### config.mk
export PLATFORM = sky130hd
export DESIGN_NAME = conv_activation_streamer
export DESIGN_NICKNAME = d
export VERILOG_FILES = /design/src/rtl/conv_activation_streamer.sv
export SDC_FILE = /design/constraint.sdc
export NUM_CORES = 1
export LEC_CHECK = 0
export CELL_PAD_IN_SITES_DETAIL_PLACEMENT = 1
export CELL_PAD_IN_SITES_GLOBAL_PLACEMENT = 1
export CORE_ASPECT_RATIO = 0.7
export CORE_MARGIN = 5
export CORE_UTILIZATION = 43
export DETAILED_ROUTE_END_ITERATION = 6
export GPL_TIMING_DRIVEN = 0
export HOLD_SLACK_MARGIN = 0.15
export PLACE_DENSITY_LB_ADDON = 0.1
export REMOVE_ABC_BUFFERS = 1
export SLEW_MARGIN = 20
export SYNTH_ARGS = -nofsm -noshare
export SYNTH_HDL_FRONTEND = slang
export SYNTH_SLANG_ARGS = --single-unit
### constraint.sdc
create_clock -name clk_i -period 5.8 [get_ports clk_i]
set_clock_uncertainty 0.15 [all_clocks]
set_input_delay 1.16 -clock clk_i [delete_from_list [all_inputs] [get_ports clk_i]]
set_output_delay 1.16 -clock clk_i [all_outputs]
set_load 0.01 [all_outputs]
### src/rtl/conv_activation_streamer.sv
// Activation stream producer. It reads an S x S feature map from a BRAM with one cycle of
// read latency and emits it row-major as a (S+2P) x (S+2P) zero-padded valid/ready stream.
// Each issued slot passes through a one-stage in-flight register and then a two-entry FIFO.
// A credit check stops a slot from issuing when it would have no FIFO entry to land in.
module conv_activation_streamer #(
  parameter int unsigned N             = 16,
  parameter int unsigned MaxMatrixSize = 16383,
  parameter int unsigned PadBits       = 4,
  parameter int unsigned AddrBits      = 28
) (
  input  logic                clk_i,
  input  logic                rst_i,
  input  logic                start_i,
  input  logic [13:0]         matrix_size_i,
  input  logic [PadBits-1:0]  padding_i,
  input  logic [AddrBits-1:0] base_addr_i,
  output logic                mem_rd_en_o,
  output logic [AddrBits-1:0] mem_addr_o,
  input  logic [N-1:0]        mem_data_i,
  output logic [N-1:0]        data_o,
  output logic                valid_o,
  input  logic                ready_i,
  output logic                busy_o,
  output logic                done_o,
  output logic                cfg_err_o
);

  typedef enum logic [1:0] {StIdle, StStream, StDrain} state_e;

  state_e               state_q, state_d;
  logic [13:0]          s_q, s_d;
  logic [PadBits-1:0]   p_q, p_d;
  logic [14:0]          ps_q, ps_d;
  logic [13:0]          r_q, r_d;
  logic [13:0]          c_q, c_d;
  logic [AddrBits-1:0]  addr_q, addr_d;
  logic                 inflight_q, inflight_d;
  logic                 inflight_pad_q, inflight_pad_d;
  logic [N-1:0]         fifo_q [2];
  logic [N-1:0]         fifo_d [2];
  logic                 wr_ptr_q, wr_ptr_d;
  logic                 rd_ptr_q, rd_ptr_d;
  logic [1:0]           count_q, count_d;
  logic                 done_q, done_d;
  logic                 cfg_err_q, cfg_err_d;

  // Slot classification and credit signals
  logic        pop, push;
  logic [2:0]  occ;
  logic        can_issue;
  logic [14:0] r_ext, c_ext, p_ext, s_ext, p_plus_s;
  logic        row_pad, col_pad, slot_pad;
  logic        last_col, last_row;
  logic [14:0] ps_cfg;
  logic [N-1:0] push_data;

  // Decode the current slot, the credit state and the padded size of a new request
  always_comb begin
    pop       = (count_q != 2'd0) && ready_i;
    push      = inflight_q;
    // Entries already owed to the FIFO after this cycle's pop
    occ       = {1'b0, count_q} + {2'b0, inflight_q} - {2'b0, pop};
    can_issue = (state_q == StStream) && (occ < 3'd2);
    r_ext     = {1'b0, r_q};
    c_ext     = {1'b0, c_q};
    p_ext     = 15'(p_q);
    s_ext     = {1'b0, s_q};
    p_plus_s  = p_ext + s_ext;
    row_pad   = (r_ext < p_ext) || (r_ext >= p_plus_s);
    col_pad   = (c_ext < p_ext) || (c_ext >= p_plus_s);
    slot_pad  = row_pad || col_pad;
    last_col  = (c_ext == ps_q - 15'd1);
    last_row  = (r_ext == ps_q - 15'd1);
    ps_cfg    = {1'b0, matrix_size_i} + 15'({padding_i, 1'b0});
    push_data = inflight_pad_q ? '0 : mem_data_i;
  end

  // Next-state logic for the FSM, slot counters, in-flight stage and output FIFO
  always_comb begin
    state_d        = state_q;
    s_d            = s_q;
    p_d            = p_q;
    ps_d           = ps_q;
    r_d            = r_q;
    c_d            = c_q;
    addr_d         = addr_q;
    wr_ptr_d       = wr_ptr_q;
    rd_ptr_d       = rd_ptr_q;
    fifo_d         = fifo_q;
    done_d         = 1'b0;
    cfg_err_d      = cfg_err_q;
    inflight_d     = can_issue;
    inflight_pad_d = can_issue ? slot_pad : inflight_pad_q;

    if (pop) begin
      rd_ptr_d = ~rd_ptr_q;
    end
    if (push) begin
      fifo_d[wr_ptr_q] = push_data;
      wr_ptr_d         = ~wr_ptr_q;
    end
    count_d = count_q + {1'b0, push} - {1'b0, pop};

    case (state_q)
      StIdle: begin
        if (start_i) begin
          if ({17'b0, ps_cfg} > MaxMatrixSize) begin
            cfg_err_d = 1'b1;
          end else begin
            cfg_err_d = 1'b0;
            s_d       = matrix_size_i;
            p_d       = padding_i;
            ps_d      = ps_cfg;
            addr_d    = base_addr_i;
            r_d       = '0;
            c_d       = '0;
            if (matrix_size_i == 14'd0) begin
              done_d = 1'b1;
            end else begin
              state_d = StStream;
            end
          end
        end
      end
      StStream: begin
        if (can_issue) begin
          if (!slot_pad) begin
            addr_d = addr_q + 1'b1;
          end
          if (last_col) begin
            c_d = '0;
            r_d = r_q + 14'd1;
            if (last_row) begin
              state_d = StDrain;
            end
          end else begin
            c_d = c_q + 14'd1;
          end
        end
      end
      StDrain: begin
        // Leave as the final element is popped so done_o lines up with the last beat
        if (!inflight_q && (count_d == 2'd0)) begin
          state_d = StIdle;
          done_d  = 1'b1;
        end
      end
      default: state_d = StIdle;
    endcase
  end

  // State registers with asynchronous active-low reset
  always_ff @(posedge clk_i or negedge rst_i) begin
    if (!rst_i) begin
      state_q        <= StIdle;
      s_q            <= '0;
      p_q            <= '0;
      ps_q           <= '0;
      r_q            <= '0;
      c_q            <= '0;
      addr_q         <= '0;
      inflight_q     <= 1'b0;
      inflight_pad_q <= 1'b0;
      fifo_q[0]      <= '0;
      fifo_q[1]      <= '0;
      wr_ptr_q       <= 1'b0;
      rd_ptr_q       <= 1'b0;
      count_q        <= '0;
      done_q         <= 1'b0;
      cfg_err_q      <= 1'b0;
    end else begin
      state_q        <= state_d;
      s_q            <= s_d;
      p_q            <= p_d;
      ps_q           <= ps_d;
      r_q            <= r_d;
      c_q            <= c_d;
      addr_q         <= addr_d;
      inflight_q     <= inflight_d;
      inflight_pad_q <= inflight_pad_d;
      fifo_q         <= fifo_d;
      wr_ptr_q       <= wr_ptr_d;
      rd_ptr_q       <= rd_ptr_d;
      count_q        <= count_d;
      done_q         <= done_d;
      cfg_err_q      <= cfg_err_d;
    end
  end

  assign mem_rd_en_o = can_issue && !slot_pad;
  assign mem_addr_o  = addr_q;
  assign data_o      = fifo_q[rd_ptr_q];
  assign valid_o     = (count_q != 2'd0);
  assign busy_o      = (state_q != StIdle);
  assign done_o      = done_q;
  assign cfg_err_o   = cfg_err_q;

endmodule

==> results of run 1 <==
-- cell type report --
cell class | instances | area [um2] | area share (%)
multi-input cells | 846 | 5547 | 49.13
flip-flops and latches | 130 | 3256 | 28.84
repair buffers | 137 | 1429 | 12.66
clock buffers | 18 | 439.2 | 3.890
well taps | 276 | 345.3 | 3.059
clock inverters | 14 | 142.6 | 1.263
inverters | 35 | 131.4 | 1.164
-- worst max path at each step --
stage | start | to | slack, ns
2_1_floorplan | matrix_size_i[2] | mem_addr_o[1] | -2.71
3_3_place_gp | matrix_size_i[1] | mem_addr_o[1] | -7.89
3_5_place_dp | s_q[0] | mem_rd_en_o | -0.18
4_1_cts | s_q[0] | mem_rd_en_o | 0.04
5_1_grt | s_q[3] | mem_rd_en_o | 0.23
6_report | s_q[3] | mem_rd_en_o | 0.40
-- power groups by stage --
| stage | sequential, W | combinational (W) | clock [W] |
|---|---|---|---|
| 2_1_floorplan | 0.00153 | 0.00158 | 0 |
| 3_3_place_gp | 0.00165 | 0.00241 | 0 |
| 3_5_place_dp | 0.00166 | 0.00261 | 0 |
| 4_1_cts | 0.00165 | 0.00266 | 0.00111 |
| 5_1_grt | 0.00171 | 0.00297 | 0.00116 |
| 6_report | 0.00166 | 0.00267 | 0.00109 |
-- cell usage after synthesis, types with 5 or more instances --
master | n | area [um2]
mux2i_1 | 6 | 60.06
dfrtp_1 | 130 | 3253
nand2_1 | 183 | 686.9
a41o_1 | 10 | 100.1
nor2b_1 | 6 | 37.54
ha_1 | 42 | 525.5
a31oi_1 | 9 | 56.30
o41ai_1 | 9 | 78.83
nor4_1 | 14 | 87.58
a211oi_1 | 5 | 37.54
inv_1 | 35 | 131.4
nand4_1 | 43 | 269.0
or2_2 | 5 | 31.28
nand3_1 | 43 | 215.2
o21ai_0 | 89 | 445.4
clkbuf_1 | 55 | 206.5
and3_1 | 16 | 100.1
a21o_1 | 5 | 37.54
or3_1 | 6 | 37.54
mux2_2 | 19 | 214.0
a21oi_1 | 30 | 150.1
buf_1 | 5 | 18.77
a22oi_1 | 7 | 52.55
a32o_1 | 9 | 90.09
xnor2_1 | 39 | 341.6
nor2_1 | 64 | 240.2
xor2_1 | 27 | 236.5
nor3_1 | 24 | 120.1
buf_2 | 11 | 55.05
o31ai_1 | 11 | 82.58
a22o_1 | 7 | 61.31
nand2b_1 | 29 | 181.4
-- metal layers --
metal / wire (um) / global-route usage, % / up-vias
met5: 0 / 0 / -
met4: 291 / 4.598 / 0
met3: 1979 / 6.619 / 26
met2: 13280 / 37.68 / 211
met1: 14970 / 38.14 / 4378
li1: - / - / 4102
-- worst max-delay path, delay by kind of cell, from the launching register on --
family                   cells  cell delay, ns
AND/OR/NAND/NOR              7            1.27
flip-flops                   1            0.39
AO/OA/AOI/OAI                2            0.44
buffers and inverters        4            0.58
adder cells (fa/ha/maj)      2            0.73
XOR/XNOR                     1            0.22
-- what timing repair did --
item,in CTS,in global routing
hold buffers,0,0
gates resized for setup,10,4
pin swaps,3,1
endpoints found under the setup margin,1,1
buffers inserted,5,2
-- stage by stage --
stage / total power [W] / setup WS [ns]
global route: 0.005836 / 0.2299
CTS: 0.005420 / 0.03622
detailed placement: 0.004269 / -0.1819
global placement: 0.004058 / -7.895
floorplan: 0.003116 / -2.710
finish: 0.005418 / 0.3992
-- logic make-up after synthesis --
| logic type | Yosys count | synth area share, % |
|---|---|---|
| and+or+nand+nor | 462 | 25.02 |
| AOI/OAI and AO/OA | 246 | 18.46 |
| DFF | 130 | 35.59 |
| buffers and inverters | 110 | 4.845 |
| xor gates and xnor gates | 67 | 6.570 |
| adders and majority gates | 46 | 6.515 |
| muxes | 25 | 2.998 |
-- flip-flops by register name, summed over array words and instances (netlist names) --
signal / cells
c_q: 14
cfg_err_o: 1
count_q: 2
done_o: 1
fifo_q: 32
inflight_pad_q: 1
inflight_q: 1
mem_addr_o: 28
p_q: 4
ps_q: 14
r_q: 14
rd_ptr_q: 1
s_q: 14
state_q: 2
wr_ptr_q: 1
==> results.sh, run 1 <==
export IMPL_worstHoldStart="fifo_q[5]"
export IMPL_ys_seq_area_share_pct=35.59
export IMPL_stdcell_count=1456
export IMPL_dp_hpwl_um=22030
export IMPL_num_fill_cells=2433
export IMPL_max_stage_delay_ns=0.42
export IMPL_cts_buffer_depth=2
export IMPL_fin_crit_ns=5.401
export IMPL_clock_latency_ns=0.44
export IMPL_grt_max_degree=92
export IMPL_arrival_ns=4.09
export IMPL_synth_cell_types=79
export IMPL_layout_common_cells="nand2_1 (181), dfrtp_1 (128), clkdlybuf4s50_1 (112)"
export IMPL_drt_wl_total_um=30530
export IMPL_final_util_pct=54.25
export IMPL_grt_usage_pct=25.53
export IMPL_fin_setup_tns_ns=0
export IMPL_drv_cap=0
export IMPL_crit_chain="ha_2, nand4_1, o211ai_1, buf_4, buf_4, buf_4, nand4_1, xor2_2, ha_1, nand4_1, nor2_1, o211ai_1, nor4b_2, nor3_4, and3_1, dlymetal6s2s_1"
export IMPL_pwr_share_seq_pct=30.6
export IMPL_area_growth_pct=23.50
export IMPL_path_class="reg -> out"
export IMPL_finalHoldViolCount=0
export IMPL_die_area_um2=24320
export IMPL_status="finished, final reports clean"
export IMPL_r2r_setup_slack_ns=1.05
export IMPL_numPortBuffers=114
export IMPL_cts_max_level=4
export IMPL_placed_cell_area_um2=10600
export IMPL_drive_gt1_share_pct=9.915
export IMPL_rows=44
export IMPL_p_switching_w=0.002445
export IMPL_ant_nets=0
export IMPL_vias=8717
export IMPL_first_pass_iters=5
export IMPL_finalCritPeriodShare_pct=93.12
export IMPL_grt_pass1_vias=9063
export IMPL_synth_edf_count=0
export IMPL_regToRegEndpoint="mem_addr_o[21]"
export IMPL_hold_path_cell_count=2
export IMPL_io_pins=115
export IMPL_fmax_mhz=185.2
export IMPL_slew_headroom_pct=38.51
export IMPL_yosys_most_used_dff="dfrtp_1"
export IMPL_cts_root_buffer="clkbuf_16"
export IMPL_maxSlewViolCount=0
export IMPL_drc=0
export IMPL_p_sw_share_pct=45.13
export IMPL_worst_pin_slew_ns=0.9202
export IMPL_num_antenna_cells=0
export IMPL_worstSetupStartpointType="flip-flop"
export IMPL_drt_iter0_markers=544
export IMPL_core_um2=20810
export IMPL_wire_per_inst_um=20.97
export IMPL_ir_drop_uv=285.6
export IMPL_grt_overflow=0
export IMPL_clockPowerShare_pct=20.2
export IMPL_worstSetupEndpointType="output pin"
export IMPL_setup_violations_final=0
export IMPL_nets=1278
export IMPL_synthesis_instances=1086
export IMPL_vias_per_cell=5.987
export IMPL_dieHeight_um=132.0
export IMPL_crit_fanout=8
export IMPL_synthArstFlopShare_pct=100.0
export IMPL_antenna_found_initial=0
export IMPL_hold_slack_ns=0.3298
export IMPL_yosys_warnings=0
export IMPL_cpMaxStageDelayCell="ha_2"
export IMPL_synth_cell_area_um2=9141
export IMPL_p_int_w=0.002973
export IMPL_fin_area_um2=11290
export IMPL_start_util_pct=43.93
export IMPL_leakage_nw=4.709
export IMPL_worstReg2RegStart="s_q[3]"
export IMPL_cts_tree="done"
export IMPL_r2r_cells=21
export IMPL_place_congestion=0.8755
export IMPL_cts_sinks=130
export IMPL_hold_end="fifo_q[5]"
export IMPL_grt_pass1_wl_um=49860
export IMPL_hold_class="reg -> reg"
export IMPL_synth_seq_cells=130
export IMPL_dp_cells=1417
export IMPL_grt_setup_unrepaired="false"
export IMPL_cellPowerDensity_nw_per_um2=479.9
export IMPL_clkTransAtPathRegs_ns=0.07
export IMPL_final_common_cell="nand2_1"
export IMPL_required_ns=4.49
export IMPL_cts_buffers=17
export IMPL_die_x_um=184.3
export IMPL_synth_area_per_cell_um2=8.417
export IMPL_p_comb_share_pct=49.2
(Power assumes the default switching activity.)
==> inputs of run 2 (changes only) <==
--- a/config.mk
+++ b/config.mk
@@ -7,7 +7,7 @@
 export LEC_CHECK = 0
 export CELL_PAD_IN_SITES_DETAIL_PLACEMENT = 1
 export CELL_PAD_IN_SITES_GLOBAL_PLACEMENT = 1
-export CORE_ASPECT_RATIO = 0.7
+export CORE_ASPECT_RATIO = 1.4
 export CORE_MARGIN = 5
 export CORE_UTILIZATION = 43
 export DETAILED_ROUTE_END_ITERATION = 6
==> results.sh, run 2 (same netlist as run 1, synthesis figures left out) <==
export IMPL_status="finished, final reports clean"
export IMPL_pwr_share_seq_pct=29.4
export IMPL_cts_max_level=4
export IMPL_p_int_w=0.003089
export IMPL_worst_pin_slew_ns=1.055
export IMPL_vias=8790
export IMPL_wire_per_inst_um=20.77
export IMPL_crit_chain="ha_4, nand4_1, o211ai_1, buf_4, nand2_1, xor2_1, ha_1, or2_2, a2111oi_2, a311oi_1, o21ai_1, o21ai_0, nor3_2, buf_6, buf_4, and3_4, dlygate4sd2_1"
export IMPL_ir_drop_uv=228.0
export IMPL_layout_common_cells="nand2_1 (181), dfrtp_1 (129), clkdlybuf4s50_1 (112)"
export IMPL_grt_max_degree=85
export IMPL_finalCritPeriodShare_pct=96.48
export IMPL_stdcell_count=1447
export IMPL_die_x_um=133.2
export IMPL_required_ns=4.49
export IMPL_crit_fanout=9
export IMPL_p_comb_share_pct=49.7
export IMPL_leakage_nw=4.749
export IMPL_largest_reg_flops=32
export IMPL_drt_iter0_markers=362
export IMPL_area_growth_pct=25.02
export IMPL_dp_hpwl_um=21790
export IMPL_io_pins=115
export IMPL_r2r_setup_slack_ns=1.06
export IMPL_cts_root_buffer="clkbuf_16"
export IMPL_grt_usage_pct=24.79
export IMPL_clkTransAtPathRegs_ns=0.07
export IMPL_drv_cap=0
export IMPL_die_area_um2=24320
export IMPL_antenna_found_initial=0
export IMPL_rows=63
export IMPL_cp_top_family="compound AO/OA/AOI/OAI gates"
export IMPL_crit_top_cell="buf_4"
export IMPL_fin_setup_tns_ns=0
export IMPL_worstReg2RegStart="s_q[3]"
export IMPL_first_pass_iters=5
export IMPL_fin_crit_ns=5.596
export IMPL_fin_area_um2=11430
export IMPL_hold_end="fifo_q[24]"
export IMPL_p_sw_share_pct=44.43
export IMPL_worstHoldStart="fifo_q[24]"
export IMPL_p_switching_w=0.002470
export IMPL_cts_buffers=17
export IMPL_drc=0
export IMPL_regToRegEndpoint="mem_addr_o[1]"
export IMPL_ant_nets=0
export IMPL_cts_tree="done"
export IMPL_maxSlewViolCount=0
export IMPL_final_common_cell="nand2_1"
export IMPL_setup_violations_final=0
export IMPL_final_util_pct=54.30
export IMPL_max_stage_delay_ns=0.42
export IMPL_finalHoldViolCount=0
export IMPL_placed_cell_area_um2=10590
export IMPL_cts_sinks=130
export IMPL_nets=1285
export IMPL_dieHeight_um=182.5
export IMPL_grt_overflow=0
export IMPL_core_um2=21050
export IMPL_worstSetupStartpointType="flip-flop"
export IMPL_numPortBuffers=114
export IMPL_dp_cells=1402
export IMPL_finalPower_w=0.005558
export IMPL_fmax_mhz=178.7
export IMPL_worstSetupEndpointType="output pin"
export IMPL_drt_wl_total_um=30050
export IMPL_path_class="reg -> out"
export IMPL_start_util_pct=43.43
export IMPL_num_fill_cells=2447
export IMPL_clockPowerShare_pct=20.9
export IMPL_drive_gt1_share_pct=10.78
export IMPL_num_antenna_cells=0
export IMPL_place_congestion=0.8419
export IMPL_grt_pass1_vias=9386
export IMPL_clock_latency_ns=0.43
export IMPL_vias_per_cell=6.075
export IMPL_grt_pass1_wl_um=49030
export IMPL_r2r_cells=19
export IMPL_regMostFlops="fifo_q"
export IMPL_cellPowerDensity_nw_per_um2=486.4
export IMPL_critPathBufInv=4
export IMPL_hold_class="reg -> reg"
export IMPL_cpMaxStageDelayCell="dfrtp_1"
export IMPL_slew_headroom_pct=29.04
export IMPL_hold_path_cell_count=2
export IMPL_cts_buffer_depth=2
export IMPL_arrival_ns=4.29
run 2: cell types whose count changed in the layout (fill, tap and decap cells not counted), moves of 2 or more:
| cell | before | now |
|---|---|---|
| buf_8 | 5 | 2 |
| clkinv_4 | 5 | 2 |
| clkinvlp_4 | 0 | 2 |
| buf_6 | 4 | 7 |
| ha_1 | 40 | 37 |
| xor2_2 | 2 | 0 |
| buf_4 | 10 | 16 |
| bufinv_16 | 1 | 3 |
| ha_4 | 0 | 4 |
run 2: worst max-delay path by stage:
stage | from | end | slack (ns) | cells after the start
floorplan | matrix_size_i[2] | mem_addr_o[1] | -2.71 | 8
global placement | matrix_size_i[2] | mem_addr_o[1] | -8.26 | 9
detailed placement | s_q[3] | mem_rd_en_o | -0.46 | 16
global route | s_q[3] | mem_rd_en_o | -0.06 | 17
CTS | p_q[0] | mem_rd_en_o | 0.02 | 17
finish | s_q[3] | mem_rd_en_o | 0.20 | 17
run 2: repair_timing:
action	CTS	global route
gates resized for setup	14	10
endpoints found under the setup margin	1	1
buffers inserted	5	8
pin swaps	2	3
hold buffers	0	0
run 2: layout make-up:
| type | instances | area [um2] | area share (%) |
|---|---|---|---|
| clock buffers | 17 | 425.4 | 3.722 |
| clock inverters | 15 | 193.9 | 1.697 |
| inverters | 35 | 131.4 | 1.150 |
| multi-input cells | 846 | 5619 | 49.17 |
| flip-flops and latches | 130 | 3254 | 28.48 |
| well taps | 260 | 325.3 | 2.846 |
| repair buffers | 144 | 1479 | 12.94 |
run 2: worst min-delay path, delay by kind of cell (launching register included):
family	cells	cell delay, ns
DFF	1	0.34
and+or+nand+nor	1	0.04
AOI/OAI and AO/OA	1	0.06
run 2: stage by stage:
step	worst slack, ns	hold slack [ns]
2_1_floorplan	-2.710	0.2944
3_3_place_gp	-8.256	0.3050
3_5_place_dp	-0.4550	0.3169
4_1_cts	0.01570	0.3303
5_1_grt	-0.06459	0.3562
6_report	0.2039	0.3260
run 2: power by group through the flow:
stage               Sequential [W]  Combinational [W]  Clock (W)
finish                     0.00163            0.00276    0.00116
floorplan                  0.00153            0.00158          0
detailed placement         0.00164            0.00263          0
global route               0.00169            0.00304    0.00123
global placement           0.00163            0.00245          0
CTS                        0.00163            0.00272    0.00119
run 2: per-layer routing:
| metal | track usage [%] | part of all wire (%) |
|---|---|---|
| met4 | 12.19 | 3.8 |
| met5 | 0 | 0 |
| met3 | 3.668 | 3.6 |
| met2 | 45.93 | 54 |
| met1 | 27.46 | 39 |
==> inputs of run 3 (changes only) <==
--- a/config.mk
+++ b/config.mk
@@ -5,6 +5,7 @@
 export SDC_FILE = /design/constraint.sdc
 export NUM_CORES = 1
 export LEC_CHECK = 0
+export CAP_MARGIN = 20
 export CELL_PAD_IN_SITES_DETAIL_PLACEMENT = 1
 export CELL_PAD_IN_SITES_GLOBAL_PLACEMENT = 1
 export CORE_ASPECT_RATIO = 1.4
==> results.sh, run 3 (same netlist as run 1, synthesis figures left out) <==
export IMPL_drive_gt1_share_pct=10.46
export IMPL_worst_slack_ns=0.1599
export IMPL_final_util_pct=53.98
export IMPL_cts_sinks=130
export IMPL_crit_fanout=9
export IMPL_cpMaxStageDelayCell="dfrtp_1"
export IMPL_place_congestion=0.8419
export IMPL_max_stage_delay_ns=0.42
export IMPL_required_ns=4.49
export IMPL_worstSetupEndpointType="output pin"
export IMPL_ant_nets=0
export IMPL_clock_latency_ns=0.43
export IMPL_start_util_pct=43.43
export IMPL_maxSlewViolCount=0
export IMPL_rows=63
export IMPL_io_pins=115
export IMPL_grt_usage_pct=24.66
export IMPL_num_antenna_cells=0
export IMPL_final_common_cell="nand2_1"
export IMPL_cts_buffers=17
export IMPL_hold_class="reg -> reg"
export IMPL_arrival_ns=4.33
export IMPL_dp_slack_ns=-0.4260
export IMPL_cts_root_buffer="clkbuf_16"
export IMPL_final_seq_area_um2=3254
export IMPL_drv_cap=0
export IMPL_layout_common_cells="nand2_1 (181), dfrtp_1 (129), clkdlybuf4s50_1 (112)"
export IMPL_fin_setup_tns_ns=0
export IMPL_cts_buffer_depth=2
export IMPL_grt_pass1_wl_um=48560
export IMPL_clkTransAtPathRegs_ns=0.07
export IMPL_cp_top_family="simple AND/OR/NAND/NOR gates"
export IMPL_grt_overflow=0
export IMPL_cts_tree="done"
export IMPL_area_growth_pct=24.28
export IMPL_vias_per_cell=6.021
export IMPL_fin_crit_ns=5.640
export IMPL_regMostFlops="fifo_q"
export IMPL_postCtsHoldBufs=0
export IMPL_numPortBuffers=114
export IMPL_status="finished, final reports clean"
export IMPL_first_pass_iters=5
export IMPL_vias=8700
export IMPL_crit_top_cell="buf_4"
export IMPL_nets=1283
export IMPL_finalPower_w=0.005500
export IMPL_antenna_found_initial=0
export IMPL_largest_reg_flops=32
export IMPL_drt_wl_total_um=29830
export IMPL_dieHeight_um=182.5
export IMPL_slew_headroom_pct=26.81
export IMPL_cellPowerDensity_nw_per_um2=484.1
export IMPL_leakage_nw=4.727
export IMPL_crit_chain="ha_4, nand4_1, o211ai_1, buf_4, nand2_1, xor2_1, ha_1, or2_2, a2111oi_2, a311oi_1, o21ai_1, o21ai_0, nor3_2, buf_6, buf_4, and3_4, dlygate4sd2_1"
export IMPL_drc=0
export IMPL_path_class="reg -> out"
export IMPL_setup_violations_final=0
export IMPL_drt_iter0_markers=358
export IMPL_worstSetupStartpointType="flip-flop"
export IMPL_core_um2=21050
export IMPL_grt_pass1_vias=9180
export IMPL_hold_slack_ns=0.3267
export IMPL_die_area_um2=24320
export IMPL_die_x_um=133.2
export IMPL_wire_per_inst_um=20.64
export IMPL_multi_input_area_um2=5592
export IMPL_dp_hpwl_um=21850
export IMPL_finalHoldViolCount=0
export IMPL_fmax_mhz=177.3
export IMPL_critPathBufInv=4
export IMPL_worst_pin_slew_ns=1.088
export IMPL_finalCritPeriodShare_pct=97.24
export IMPL_grt_max_degree=85
export IMPL_cts_max_level=4
export IMPL_num_fill_cells=2446
export IMPL_ir_drop_uv=229.0
run 3: changes by cell type in the layout (fill, tap and decap cells not counted), sizes merged:
cell      previous run  this run
buf                 31        29
clkinvlp             2         3
bufinv               3         2
run 3: worst min-delay path, cell delays in order (launching register included):
cell and delay [ns]:
dfrtp_1 0.34, nand2_1 0.04, o21ai_0 0.06
run 3: power breakdown:
group	switching (W)	internal (W)	leakage (nW)	total [W]
clock network	0.000482	0.000646	0.285	0.00113
registers	0.000440	0.00119	1.69	0.00163
logic	0.00154	0.00120	2.76	0.00274
total	0.00246	0.00304	4.73	0.00550
run 3: final cells by class:
class,count,area share (%)
multi-input cells,846,49.22
repair buffers,142,12.86
clock buffers,17,3.744
well taps,260,2.863
clock inverters,15,1.509
flip-flops and latches,130,28.65
inverters,35,1.156
run 3: path summary, 6_finish.rpt:
path	start	to	slack, ns	cells after the start
worst max register to register	s_q[3]	mem_addr_o[1]	0.99	19
max in group asynchronous	rst_i	c_q[8]	4.24	2
worst min register to register	fifo_q[25]	fifo_q[25]	0.33	2
worst min-delay path	fifo_q[25]	fifo_q[25]	0.33	2
worst max-delay path	s_q[3]	mem_rd_en_o	0.16	17
min in group asynchronous	rst_i	fifo_q[6]	0.48	1
run 3: per-layer routing:
metal | share of wire (%) | wire length [um] | track usage (%)
met3 | 3.5 | 1032 | 3.751
met5 | 0 | 0 | 0
met1 | 39 | 11740 | 27.68
met4 | 3.5 | 1032 | 10.50
met2 | 54 | 16030 | 45.99
run 3: through the flow:
stage | instance area (um2) | cells
finish | 11360 | 1445
global route | 11360 | 1445
global placement | 10300 | 1385
detailed placement | 10590 | 1402
floorplan | 8830 | 1011
CTS | 11280 | 1439
run 3: what timing repair did:
item / 4_1_cts / 5_1_grt
gates cloned: 0 / 1
resized for setup: 14 / 7
buffers inserted: 5 / 5
pin swaps: 2 / 3
endpoints found under the setup margin: 1 / 1
